$ cat src/rtl/pulse_burst_gen_if.sv
// rtl/pulse_burst_gen_if.sv - burst request, latched parameters and pulse-train status
interface pulse_burst_gen_if #(
  parameter int CNT_W = 4
);
  logic             start;
  logic             abort;
  logic [CNT_W-1:0] num_pulses;
  logic [CNT_W-1:0] high_len;
  logic [CNT_W-1:0] low_len;
  logic             out_sig;
  logic             busy;
  logic             done;

  modport master (
    output start, abort, num_pulses, high_len, low_len,
    input  out_sig, busy, done
  );

  modport slave (
    input  start, abort, num_pulses, high_len, low_len,
    output out_sig, busy, done
  );
endinterface

$ cat src/rtl/pulse_burst_gen.sv
// rtl/pulse_burst_gen.sv - N-pulse burst generator with programmable high/low widths
module pulse_burst_gen #(
  parameter int CNT_W = 4
) (
  input  logic               clk,
  input  logic               rst_n,
  pulse_burst_gen_if.slave   bus
);

  typedef enum logic [1:0] {
    S_IDLE = 2'd0,
    S_HIGH = 2'd1,
    S_LOW  = 2'd2
  } state_t;

  localparam logic [CNT_W-1:0] ONE = CNT_W'(1);

  state_t           state;
  logic [CNT_W-1:0] phase_cnt;
  logic [CNT_W-1:0] pulse_cnt;
  logic [CNT_W-1:0] lat_h;
  logic [CNT_W-1:0] lat_l;
  logic [CNT_W-1:0] start_h;
  logic [CNT_W-1:0] start_l;

  // Zero widths behave as one cycle so every loaded phase count is at least 1.
  assign start_h = (bus.high_len == '0) ? ONE : bus.high_len;
  assign start_l = (bus.low_len  == '0) ? ONE : bus.low_len;

  always_ff @(posedge clk or negedge rst_n) begin
    if (!rst_n) begin
      state       <= S_IDLE;
      phase_cnt   <= '0;
      pulse_cnt   <= '0;
      lat_h       <= '0;
      lat_l       <= '0;
      bus.out_sig <= 1'b0;
      bus.busy    <= 1'b0;
      bus.done    <= 1'b0;
    end else begin
      bus.done <= 1'b0;
      case (state)
        S_IDLE: begin
          if (bus.start) begin
            lat_h     <= start_h;
            lat_l     <= start_l;
            pulse_cnt <= bus.num_pulses;
            if (bus.num_pulses == '0) begin
              bus.done <= 1'b1;
            end else begin
              state       <= S_HIGH;
              phase_cnt   <= start_h;
              bus.out_sig <= 1'b1;
              bus.busy    <= 1'b1;
            end
          end
        end

        S_HIGH: begin
          if (bus.abort) begin
            state       <= S_IDLE;
            phase_cnt   <= '0;
            pulse_cnt   <= '0;
            bus.out_sig <= 1'b0;
            bus.busy    <= 1'b0;
          end else if (phase_cnt == ONE) begin
            state       <= S_LOW;
            phase_cnt   <= lat_l;
            bus.out_sig <= 1'b0;
          end else begin
            phase_cnt <= phase_cnt - ONE;
          end
        end

        S_LOW: begin
          if (bus.abort) begin
            state       <= S_IDLE;
            phase_cnt   <= '0;
            pulse_cnt   <= '0;
            bus.out_sig <= 1'b0;
            bus.busy    <= 1'b0;
          end else if (phase_cnt == ONE) begin
            // The last pulse also gets its full low phase before done.
            if (pulse_cnt > ONE) begin
              state       <= S_HIGH;
              phase_cnt   <= lat_h;
              pulse_cnt   <= pulse_cnt - ONE;
              bus.out_sig <= 1'b1;
            end else begin
              state     <= S_IDLE;
              phase_cnt <= '0;
              pulse_cnt <= '0;
              bus.busy  <= 1'b0;
              bus.done  <= 1'b1;
            end
          end else begin
            phase_cnt <= phase_cnt - ONE;
          end
        end

        default: begin
          state       <= S_IDLE;
          bus.out_sig <= 1'b0;
          bus.busy    <= 1'b0;
        end
      endcase
    end
  end

endmodule

$ cat src/flat_wrapper.sv
// flat-port wrapper written by rule: the top's interface ports become plain ports
module pulse_burst_gen_flat 
#(
  parameter int CNT_W = 4
)
  (clk, rst_n, bus_start, bus_abort, bus_num_pulses, bus_high_len, bus_low_len, bus_out_sig, bus_busy, bus_done);
  pulse_burst_gen_if #(.CNT_W(CNT_W)) bus_i ();
  input  logic clk;
  input  logic rst_n;
  input wire logic [$bits(bus_i.start)-1:0] bus_start;
  input wire logic [$bits(bus_i.abort)-1:0] bus_abort;
  input wire logic [$bits(bus_i.num_pulses)-1:0] bus_num_pulses;
  input wire logic [$bits(bus_i.high_len)-1:0] bus_high_len;
  input wire logic [$bits(bus_i.low_len)-1:0] bus_low_len;
  output wire logic [$bits(bus_i.out_sig)-1:0] bus_out_sig;
  output wire logic [$bits(bus_i.busy)-1:0] bus_busy;
  output wire logic [$bits(bus_i.done)-1:0] bus_done;
  assign bus_i.start = bus_start;
  assign bus_i.abort = bus_abort;
  assign bus_i.num_pulses = bus_num_pulses;
  assign bus_i.high_len = bus_high_len;
  assign bus_i.low_len = bus_low_len;
  assign bus_out_sig = bus_i.out_sig;
  assign bus_busy = bus_i.busy;
  assign bus_done = bus_i.done;
  pulse_burst_gen #(.CNT_W(CNT_W)) u_core (.clk(clk), .rst_n(rst_n), .bus(bus_i));
endmodule
$ cat config.mk
export PLATFORM = sky130hd
export DESIGN_NAME = pulse_burst_gen_flat
export DESIGN_NICKNAME = d
export VERILOG_FILES = /design/src/rtl/pulse_burst_gen_if.sv /design/src/rtl/pulse_burst_gen.sv /design/src/flat_wrapper.sv
export SDC_FILE = /design/constraint.sdc
export NUM_CORES = 1
export LEC_CHECK = 0
export ABC_AREA = 0
export CORE_UTILIZATION = 50
export CTS_CLUSTER_SIZE = 16
export DETAILED_ROUTE_END_ITERATION = 8
export PLACE_DENSITY_LB_ADDON = 0.3
export SYNTH_ARGS = -nofsm -noshare
export SYNTH_HDL_FRONTEND = slang
export SYNTH_SLANG_ARGS = --single-unit
$ cat constraint.sdc
create_clock -name clk -period 1.96 [get_ports clk]
set_input_delay 0.392 -clock clk [delete_from_list [all_inputs] [get_ports clk]]
set_output_delay 0.392 -clock clk [all_outputs]
set_load 0.005 [all_outputs]
==> impl_metrics.yaml <==
global_route:
  antenna_found_initial: 0
  grt_max_degree: 22
  grtUsageTotal_pct: 22.25
  grt-ovfl-total: 0
  grt_pass1_wl_um: 4533
  grt_pass1_vias: 987
pwr:
  p_comb_share_pct: 51.4
  switching_share_pct: 41.46
  power_switching_uw: 895.7
  power.leakage_uw: 0.0007269
  intPower_uw: 1264
  power_per_cell_area_mw_per_mm2: 1337
  pwr-share-seq_pct: 38.2
  power_frac_clock_pct: 10.3
  ir_worst_vdd_mv: 0.8425
synthesis:
  syn_area_mm2: 0.001353
  async_reset_ff_share_pct: 100.0
  ys_dominant_reg_cell: "dfrtp_1"
  yosys_register_bits: 21
  avgSynthCellArea_um2: 10.48
  synth_edf_count: 0
  yosys_warnings: 0
  syn-num-nets: 153
  seq_area_frac_synth_pct: 38.85
  synth_cells: 129
  yosysUniqueCellTypes: 46
cells_and_area:
  drive_gt1_share_pct: 15.79
  layoutNonFillerInstCount: 182
  fin_area_mm2: 0.001615
  syn_to_final_growth_pct: 19.43
  fin_nets: 177
  num_antenna_cells: 0
routing:
  ant_nets: 0
  drc_errors: 0
  vias: 1090
  firstDrtPassIters: 4
  via_per_inst: 5.989
  drt_iter0_drc: 25
  avgRoutedWirePerCell_um: 15.44
  routed_wl_um: 2810
sta:
  setup_tns_ps: 0
  finalHoldViolations: 0
  maxSlewHeadroom_pct: 69.39
  slew_violations: 0
  rsz0062_at_grt: "no"
  fmax_mhz: 580.0
  tightest_slew_ps: 458.0
  setup_viol: 0
  timing.final.crit_period_ps: 1724
  finalCritPeriodShare_pct: 87.97
  skew_ps: 13.28
floorplan:
  start_util_pct: 53.62
  fp.coreArea_mm2: 0.002522
  dieArea_mm2: 0.002917
  die_h_um: 54.01
  io_pins: 19
  dieWidth_um: 54.01
  rows: 18
placement:
  placedCellCount: 178
  hpwlAfterDp_um: 2063
  gp_congestion: 0.8329
  io_buffers: 18
  place_area_mm2: 0.001584
clock_network:
  clock-sinks: 21
  cts-root-buf: "clkbuf_4"
  cts_buffers: 3
  cts_tree: "built"
  htreeDepth: 1
  clock_latency_ps: 330
  clk_path_buf_depth: 2
  clk_pin_slew_ps: 130
critical_path:
  crit_family: "compound AO/OA/AOI/OAI gates"
  crit_required_ps: 2190
  worst-path-buf-inv: 1
  setup.worst_path.class: "flip-flop to flip-flop"
  rrSetupSlack_ps: 240
  cp-end-kind: "flip-flop"
  critPathArrivalTime_ps: 1950
  worstSetupStartpointType: "flip-flop"
  slowest_stage: "dfrtp_1"
  max_stage_delay_ps: 440
  crit_fanout: 6
  crit_chain: "inv_1, ha_1, o21bai_2, nor2_1, a21o_1, a22o_1"
run_status:
  status: "finished clean"
worst_hold_path:
  min_path_type: "primary input to asynchronous set/reset pin"
flow_run:
  cap_violations: 0
worst paths after layout:
kind | to | startpoint | cells after the start
min reg2reg | u_core.lat_l[0]$_DFFE_PN0P_ | u_core.lat_l[0]$_DFFE_PN0P_ | 2
max | u_core.state[0]$_DFFE_PN0P_ | u_core.state[1]$_DFFE_PN0P_ | 6
min | u_core.pulse_cnt[1]$_DFFE_PN0P_ | rst_n | 2
max in group asynchronous | u_core.phase_cnt[3]$_DFFE_PN0P_ | rst_n | 2
max reg2reg | u_core.state[0]$_DFFE_PN0P_ | u_core.state[1]$_DFFE_PN0P_ | 6
min in group clk | u_core.lat_l[0]$_DFFE_PN0P_ | u_core.lat_l[0]$_DFFE_PN0P_ | 2
worst register-to-register path: stages (launching register included):
cell,delay (ps)
dfrtp_1,440
inv_1,80
ha_1,250
o21bai_2,230
nor2_1,170
a21o_1,220
a22o_1,240
stage by stage:
step	util [%]	setup WS (ps)	total power [µW]	hold slack [ps]
5_1_grt	64.04	108.2	2314	451.0
6_report	64.04	235.8	2160	385.7
2_1_floorplan	-	420.6	1609	96.41
3_3_place_gp	62.80	48.20	1886	477.0
4_1_cts	63.89	138.2	2150	398.8
3_5_place_dp	62.80	13.17	1925	483.5
registers in the layout, summed over array words and instances, names as in the netlist:
name / flops
u_core.bus.busy: 1
u_core.bus.done: 1
u_core.bus.out_sig: 1
u_core.lat_h: 4
u_core.lat_l: 4
u_core.phase_cnt: 4
u_core.pulse_cnt: 4
u_core.state: 2
power groups by stage:
stage          Clock (µW)  Combinational [µW]  Sequential [µW]
6_report              223                1110              826
5_1_grt               244                1230              845
4_1_cts               227                1100              819
3_5_place_dp            0                1100              824
3_3_place_gp            0                1070              816
2_1_floorplan           0                 833              776
synthesized netlist by cell type, types with 2 or more instances:
| master | count | area share (%) |
|---|---|---|
| dfrtp_1 | 21 | 39 |
| inv_1 | 15 | 4.2 |
| nor2_1 | 9 | 2.5 |
| ha_1 | 8 | 7.4 |
| mux2_2 | 6 | 5.0 |
| o21ai_1 | 5 | 1.8 |
| a21o_1 | 4 | 2.2 |
| a21oi_1 | 4 | 1.5 |
| nor2b_1 | 4 | 1.8 |
| a221oi_1 | 3 | 1.9 |
| a22o_1 | 3 | 1.9 |
| mux2i_1 | 3 | 2.2 |
| nand2_1 | 3 | 0.83 |
| nor3_1 | 3 | 1.1 |
| a31oi_1 | 2 | 0.92 |
| nand2b_1 | 2 | 0.92 |
| o211ai_1 | 2 | 1.1 |
| o21ai_0 | 2 | 0.74 |
| o22ai_1 | 2 | 0.92 |
| o32ai_1 | 2 | 1.3 |
kinds of logic after synthesis:
group | share of synthesized area, %
xor gates and xnor gates | 0.6477
adders and majority gates | 7.401
and+or+nand+nor | 14.52
DFF | 38.85
AOI/OAI and AO/OA | 26.55
muxes | 7.215
buffers and inverters | 4.809
layer usage:
layer / track usage (%) / share of wire [%] / up-vias
li1: - / - / 525
met1: 30.63 / 49 / 539
met2: 35.39 / 47 / 21
met3: 2.542 / 2.9 / 5
met4: 8.974 / 1.5 / 0
met5: 0 / 0 / -
cell usage in the layout (no fill, tap or decap), types with 4 or more instances in the layout:
cell type / n
dfrtp_1: 21
clkdlybuf4s50_1: 18
inv_1: 15
nor2_1: 9
ha_1: 8
mux2_2: 6
o21ai_1: 5
nor2b_1: 4
a21oi_1: 4
a21o_1: 4
what timing repair did:
item                                   4_1_cts  5_1_grt
hold buffers                                 0        0
buffers inserted                             0        0
endpoints found under the hold margin        0        0
setup endpoints to repair                    0        1
gates resized for setup                      0        1
final cells by class:
| cell class | instances | area, µm² |
|---|---|---|
| Fill cell | 221 | 907.1 |
| Multi-Input combinational cell | 91 | 765.7 |
| Sequential cell | 21 | 525.5 |
| Timing Repair Buffer | 21 | 202.7 |
| Inverter | 15 | 56.30 |
| Tap cell | 30 | 37.54 |
| Clock buffer | 3 | 22.52 |
| Clock inverter | 1 | 5.005 |
(Power assumes the default switching activity.)
